`src/rtl/seq_shift_add_mult.sv`:
```
// Sequential shift-and-add multiplier that retires one multiplier bit per clock.
// Optional two's-complement mode is compiled in with the SIGNED_MULT_EN macro.
module seq_shift_add_mult #(
  parameter int WIDTH = 8
) (
  input  logic                 clk,
  input  logic                 rst_n,
  input  logic                 start,
  input  logic [WIDTH-1:0]     x,
  input  logic [WIDTH-1:0]     y,
`ifdef SIGNED_MULT_EN
  input  logic                 sgn,
`endif
  output logic                 busy,
  output logic                 done,
  output logic [2*WIDTH-1:0]   s
);

  localparam int CNT_W = $clog2(WIDTH) + 1;

  // Handshake: a request is taken on any rising edge where start=1 and busy=0;
  // done pulses for one cycle when s holds the new product; s is held otherwise.
  typedef enum logic [0:0] {
    IDLE = 1'b0,
    RUN  = 1'b1
  } state_t;

  state_t state, state_nxt;

  logic [WIDTH-1:0] mcand;
  logic [WIDTH-1:0] mplier;
  logic [WIDTH-1:0] acc;
  logic [CNT_W-1:0] count;
  logic             accept;
  logic             last_step;
  logic [WIDTH:0]   acc_ext;
  logic [WIDTH:0]   mcand_ext;
  logic [WIDTH:0]   sum;
  logic [WIDTH-1:0] acc_nxt;
  logic [WIDTH-1:0] mplier_nxt;

  assign accept    = (state == IDLE) && start;
  assign last_step = (count == CNT_W'(WIDTH - 1));

`ifdef SIGNED_MULT_EN
  logic sgn_q;

  // Sign bit of each operand drops into the carry position only in signed mode.
  assign acc_ext   = {sgn_q & acc[WIDTH-1], acc};
  assign mcand_ext = {sgn_q & mcand[WIDTH-1], mcand};

  // The multiplier MSB has negative weight, so its partial product is subtracted.
  always_comb begin
    sum = acc_ext;
    if (mplier[0]) begin
      if (sgn_q && last_step) sum = acc_ext - mcand_ext;
      else                    sum = acc_ext + mcand_ext;
    end
  end
`else
  assign acc_ext   = {1'b0, acc};
  assign mcand_ext = {1'b0, mcand};

  always_comb begin
    sum = acc_ext;
    if (mplier[0]) sum = acc_ext + mcand_ext;
  end
`endif

  // {carry,acc,mplier} shifted right by one; the carry/sign bit becomes acc MSB.
  assign acc_nxt    = sum[WIDTH:1];
  assign mplier_nxt = {sum[0], mplier[WIDTH-1:1]};

  always_ff @(posedge clk or negedge rst_n) begin
    if (!rst_n) state <= IDLE;
    else        state <= state_nxt;
  end

  always_comb begin
    state_nxt = state;
    busy      = 1'b0;
    case (state)
      IDLE: begin
        if (start) state_nxt = RUN;
      end
      RUN: begin
        busy = 1'b1;
        if (last_step) state_nxt = IDLE;
      end
      default: state_nxt = IDLE;
    endcase
  end

  always_ff @(posedge clk or negedge rst_n) begin
    if (!rst_n) begin
      mcand  <= '0;
      mplier <= '0;
      acc    <= '0;
      count  <= '0;
      done   <= 1'b0;
      s      <= '0;
`ifdef SIGNED_MULT_EN
      sgn_q  <= 1'b0;
`endif
    end else begin
      done <= (state == RUN) && last_step;
      if (accept) begin
        mcand  <= x;
        mplier <= y;
        acc    <= '0;
        count  <= '0;
`ifdef SIGNED_MULT_EN
        sgn_q  <= sgn;
`endif
      end else if (state == RUN) begin
        acc    <= acc_nxt;
        mplier <= mplier_nxt;
        count  <= count + 1'b1;
        if (last_step) s <= {acc_nxt, mplier_nxt};
      end
    end
  end

endmodule

```
`config.mk`:
```
export PLATFORM = sky130hd
export DESIGN_NAME = seq_shift_add_mult
export DESIGN_NICKNAME = d
export VERILOG_FILES = /design/src/rtl/seq_shift_add_mult.sv
export SDC_FILE = /design/constraint.sdc
export NUM_CORES = 1
export LEC_CHECK = 0
export ABC_AREA = 1
export ABC_CLOCK_PERIOD_IN_PS = 2300
export CORE_MARGIN = 5
export CORE_UTILIZATION = 35
export CTS_BUF_LIST = sky130_fd_sc_hd__clkbuf_4
export DETAILED_ROUTE_END_ITERATION = 8
export DONT_BUFFER_PORTS = 1
export PLACE_DENSITY = 0.54
export SYNTH_ARGS = -nofsm -noshare
export SYNTH_HDL_FRONTEND = slang
export SYNTH_SLANG_ARGS = --single-unit
```
`constraint.sdc`:
```
create_clock -name clk -period 2.3 [get_ports clk]
set_clock_uncertainty 0.1 [all_clocks]
set_input_delay 0.23 -clock clk [delete_from_list [all_inputs] [get_ports clk]]
set_output_delay 0.23 -clock clk [all_outputs]
set_load 0.02 [all_outputs]
```
# Yosys cells after proc, flatten, opt, wreduce, memory -nomap -nowiden
# Cells that the tools add are included.
# W data, S select, Z words.
dict set report op_classes {
  n_mux 11
  n_eq_ne 1
  reduce_logical 4
  add_sub_neg 2
  bitwise 2
}
# cell n
set ops {}
lappend ops {{$mux W8} 4}
lappend ops {{$add A8 B8 Y9} 1}
lappend ops {{$mux W9} 1}
lappend ops {{$mux W4} 2}
lappend ops {{$add A4 B1 Y4 const B} 1}
lappend ops {{$eq A4 B3 Y1 const B} 1}
lappend ops {{$mux W1} 3}
lappend ops {{$reduce_and A3 Y1} 1}
lappend ops {{$logic_and A1 B1 Y1} 2}
lappend ops {{$not A1 Y1} 2}
lappend ops {{$pmux W1 S2} 1}
lappend ops {{$reduce_bool A2 Y1} 1}
dict set report word_totals {
  register_bits 46
  wordCells 27
}

# Depth between registers and ports, before layout
dict set report logic_depth {
  word_depth 4
  mapped_depth 10
}

# Least setup slack after synthesis
# No wires, ideal clock.
dict set report synth_timing {
  path_type {reg-to-reg}
  startpoint {register mcand[0]}
  endpoint {register acc[5]}
  path_stages_with_launch 11
  path_buffers 0
  period_less_slack_ns 1.707
  setup_ns 0.117
  required_time_ns 2.083
  setup_slack_ns 0.593
  arrival_ns 1.490
  cell_sequence {dfrtp_1 > ha_1 > fa_1 > nand2_1 > nand2_1 > nand3b_1 > nand2_1 > nand2_1 > nand3_1 > nand3_1 > nand2_1}
}
dict set report synth_via {
  elab_chain_len 4
}
# item line_no
set synth_lines {}
lappend synth_lines {{start: declaration} 30} ;# logic [WIDTH-1:0] mcand;
lappend synth_lines {{start signal: assignment} 96} ;# mcand <= '0;
lappend synth_lines {{start signal: assignment} 108} ;# mcand <= x;
lappend synth_lines {{$add A8 B8 Y9} 66} ;# if (mplier[0]) sum = acc_ext + mcand_ext;
lappend synth_lines {{$mux W9} 66}
lappend synth_lines {{$mux W8} 115} ;# end else if (state == RUN) begin
lappend synth_lines {{$mux W8} 107} ;# if (accept) begin
lappend synth_lines {{end signal: assignment} 116} ;# acc <= acc_nxt;
lappend synth_lines {{end: declaration} 32} ;# logic [WIDTH-1:0] acc;
# Every way passes these cells. The select of a mux whose other input is x is not followed.
# A chain may end at the register's enable or synchronous reset.

# Final worst setup path
dict set report layout_timing {
  startpoint {register acc[0]}
  endpoint {register s[13]}
}
dict set report layout_via {
  elab_chain_len 2
}
# item line_no
set layout_lines {}
lappend layout_lines {{$add A8 B8 Y9} 66}
lappend layout_lines {{$mux W9} 66}
lappend layout_lines {{end signal: assignment} 119} ;# if (last_step) s <= {acc_nxt, mplier_nxt};
lappend layout_lines {{end: declaration} 16} ;# output logic [2*WIDTH-1:0] s
# Every way passes these cells.

==> results.toml <==
[global_route]
use_met3 = 0.03589
grt_pass1_vias = 1715
use_met1 = 0.1668
busiest_layer = "met2"
antenna_found_initial = 0
grt_use_met2 = 0.2073
grt-ovfl-total = 0
grt_first_pass_wirelength_um = 8507
grt_usage = 0.1259
grt_max_degree = 47

[worst_setup_path]
path_common_cell = "nand2_1"
cp_top_family = "simple AND/OR/NAND/NOR gates"
cp.required_ns = 2.45
cp_slowest_cell = "dfrtp_1"
r2r_end = "s[13]"
r2r-start = "acc[0]"
endpoint_kind = "flip-flop"
arrival_ns = 1.99
path_buf_inv = 0
max_stage_delay_ns = 0.42
worstPathCellList = "ha_1 > fa_1 > nand2_1 > nand2_1 > nand3b_1 > nand2_1 > nand2_1 > nand3_1 > nand3_1 > nand2_1"
rrSetupSlack_ns = 0.46
critical_path_class = "reg -> reg"
r2r_cells = 10
critPathMaxFanout = 3
worstSetupStartpointType = "flip-flop"

[finish]
post-route-util = 0.4076
drive_above_1_share = 0.1159
nets = 304
area_growth_syn_to_layout_pct = 14.12
diodes = 0
instances_no_fill = 353

[outcome]
status = "complete, no violations"

[clocking]
clock_sinks = 46
htreeDepth = 2
insertion_delay_ns = 0.34
cts_inserted_buffers = 5
ctsLongestPathBuffers = 2
clkTransAtPathRegs_ns = 0.13
cts_resized = 0
clockRootBuffer = "clkbuf_4"
cts_tree = "done"

[synthesis]
synth_cell_types = 27
netlist_top_cells_area = "dfrtp_1 (51%), nand2_1 (15%), ha_1 (5.0%), nand3_1 (4.5%), inv_1 (3.2%)"
yosysTopAreaCell = "dfrtp_1"
synth_warnings = 0
post_synth.cell_area_avg_um2 = 8.827
syn-cell-area_mm2 = 0.002242
syn-num-nets = 283
ys_ff_latch = 46
synthCells = 254
netlist.area_leader.share = 0.5134
ys_seq_area_frac = 0.5134

[floorplanning]
fp-row-count = 29
die_w_um = 90.04
initial_core_util = 0.3572
design.core.area_mm2 = 0.006277
die_area_mm2 = 0.008107
die_y_um = 90.04
pin_count = 37

[detailed_routing]
post_drt_wl_per_cell_um = 13.84
finalWirelength_um = 4885
via_per_inst = 4.756
ant_nets = 0
drcViolationCount = 0
via_count = 1679
drt_iter0_drc = 77
drt_pass1_iterations = 4

[timing]
final_hold_viol_count = 0
setup_viol = 0
layout_min_cycle_time_ns = 1.839
setup_tns_ns = 0
whs_ns = 0.1195
grt_setup_unrepaired = "false"
max_slew.worst_pin.slew_ns = 0.5088
slew_headroom = 0.6608
fmax_mhz = 543.7
slew_viol_final = 0
fin_crit_sh = 0.7996

[hold_path]
holdPathEnd = "acc[7]"
whs_path_depth = 4
hp-start = "start"
hold_class = "in -> reg"

[placement]
portBuffers = 0
place_inst = 327
gp_congestion = 0.7748
dp_hpwl_um = 3424

[power]
ir_worst_vdd_mv = 0.5822
power_mw = 3.574
cellPowerDensity_mw_per_mm2 = 1397
leakage_nw = 1.276

[flow_run]
drv_cap = 0
-- cell type report --
cell class,instances,area [um^2]
Clock buffer,6,45.04
Tap cell,77,96.34
Clock inverter,2,8.758
Timing Repair Buffer,22,227.7
Multi-Input combinational cell,177,940.9
Fill cell,622,3719
Sequential cell,46,1151
Inverter,23,88.84
-- worst max path at each step --
stage / from / end / slack, ns / cells past startpoint
final: acc[0] / s[13] / 0.46 / 10
after detailed placement: acc[0] / acc[3] / 0.45 / 9
after floorplan: mcand[0] / acc[5] / 0.59 / 10
after CTS: acc[0] / s[15] / 0.45 / 10
after global routing: acc[0] / acc[5] / 0.28 / 10
after global placement: acc[0] / acc[5] / 0.49 / 10
-- power by group --
part / internal [mW] / switching (mW) / total, mW
registers: 1.18 / 0.438 / 1.61
logic: 0.639 / 0.949 / 1.59
clock network: 0.127 / 0.244 / 0.371
-- cell usage after synthesis --
cell,n
o221ai_1,8
nor2_1,8
mux2i_1,1
buf_6,3
fa_1,1
or2_1,1
o21ai_1,5
o22ai_1,1
or2_2,3
inv_4,1
nor2_4,1
nand2_2,4
nand3_1,20
buf_2,4
inv_2,3
nand2_1,91
nand3_2,1
nand4_1,1
buf_4,1
nand3b_1,3
dfrtp_1,46
o21ai_2,7
a21oi_1,5
inv_1,19
ha_1,9
o21ai_0,6
a22o_1,1
-- layer usage --
layer | up-vias | part of all wire
li1 | 870 | -
met1 | 775 | 0.48
met2 | 32 | 0.46
met3 | 2 | 0.051
met4 | 0 | 0.0012
met5 | - | 0
-- stage by stage --
step | instance area [um^2] | setup WS (ns)
after global routing | 2559 | 0.2806
after floorplan | 2242 | 0.5927
after CTS | 2559 | 0.4479
final | 2559 | 0.4608
after global placement | 2307 | 0.4926
after detailed placement | 2307 | 0.4544
-- flip-flops by register name, indices dropped and copies added (netlist names) --
register  cells
acc           8
count         4
done          1
mcand         8
mplier        8
s            16
state         1
-- cell families (layout without fill, tap and decap cells) --
| family | count (synthesis) | after routing | synth area share |
|---|---|---|---|
| and+or+nand+nor | 133 | 133 | 0.2550 |
| adders and majority gates | 10 | 10 | 0.05915 |
| muxes | 1 | 1 | 0.004464 |
| buffers and inverters | 31 | 53 | 0.06697 |
| AOI/OAI and AO/OA | 33 | 33 | 0.1010 |
| DFF | 46 | 46 | 0.5134 |
-- worst reg2reg max path, stage by stage (launching register included) --
cell and delay [ns]:
dfrtp_1 0.42, ha_1 0.21, fa_1 0.39, nand2_1 0.09, nand2_1 0.08, nand3b_1 0.11, nand2_1 0.07, nand2_1 0.06
nand3_1 0.08, nand3_1 0.10, nand2_1 0.05
-- placed cells by master, fill, tap and decap left out, types with 7 or more instances in the layout --
cell type / count
nand2_1: 91
dfrtp_1: 46
nand3_1: 20
inv_1: 19
dlygate4sd3_1: 17
ha_1: 9
nor2_1: 8
o221ai_1: 8
o21ai_2: 7
-- timing repair --
| action | CTS | global route |
|---|---|---|
| hold buffers | 18 | 0 |
| buffers inserted | 0 | 0 |
| hold endpoints to repair | 62 | 0 |
(Power assumes the default switching activity.)
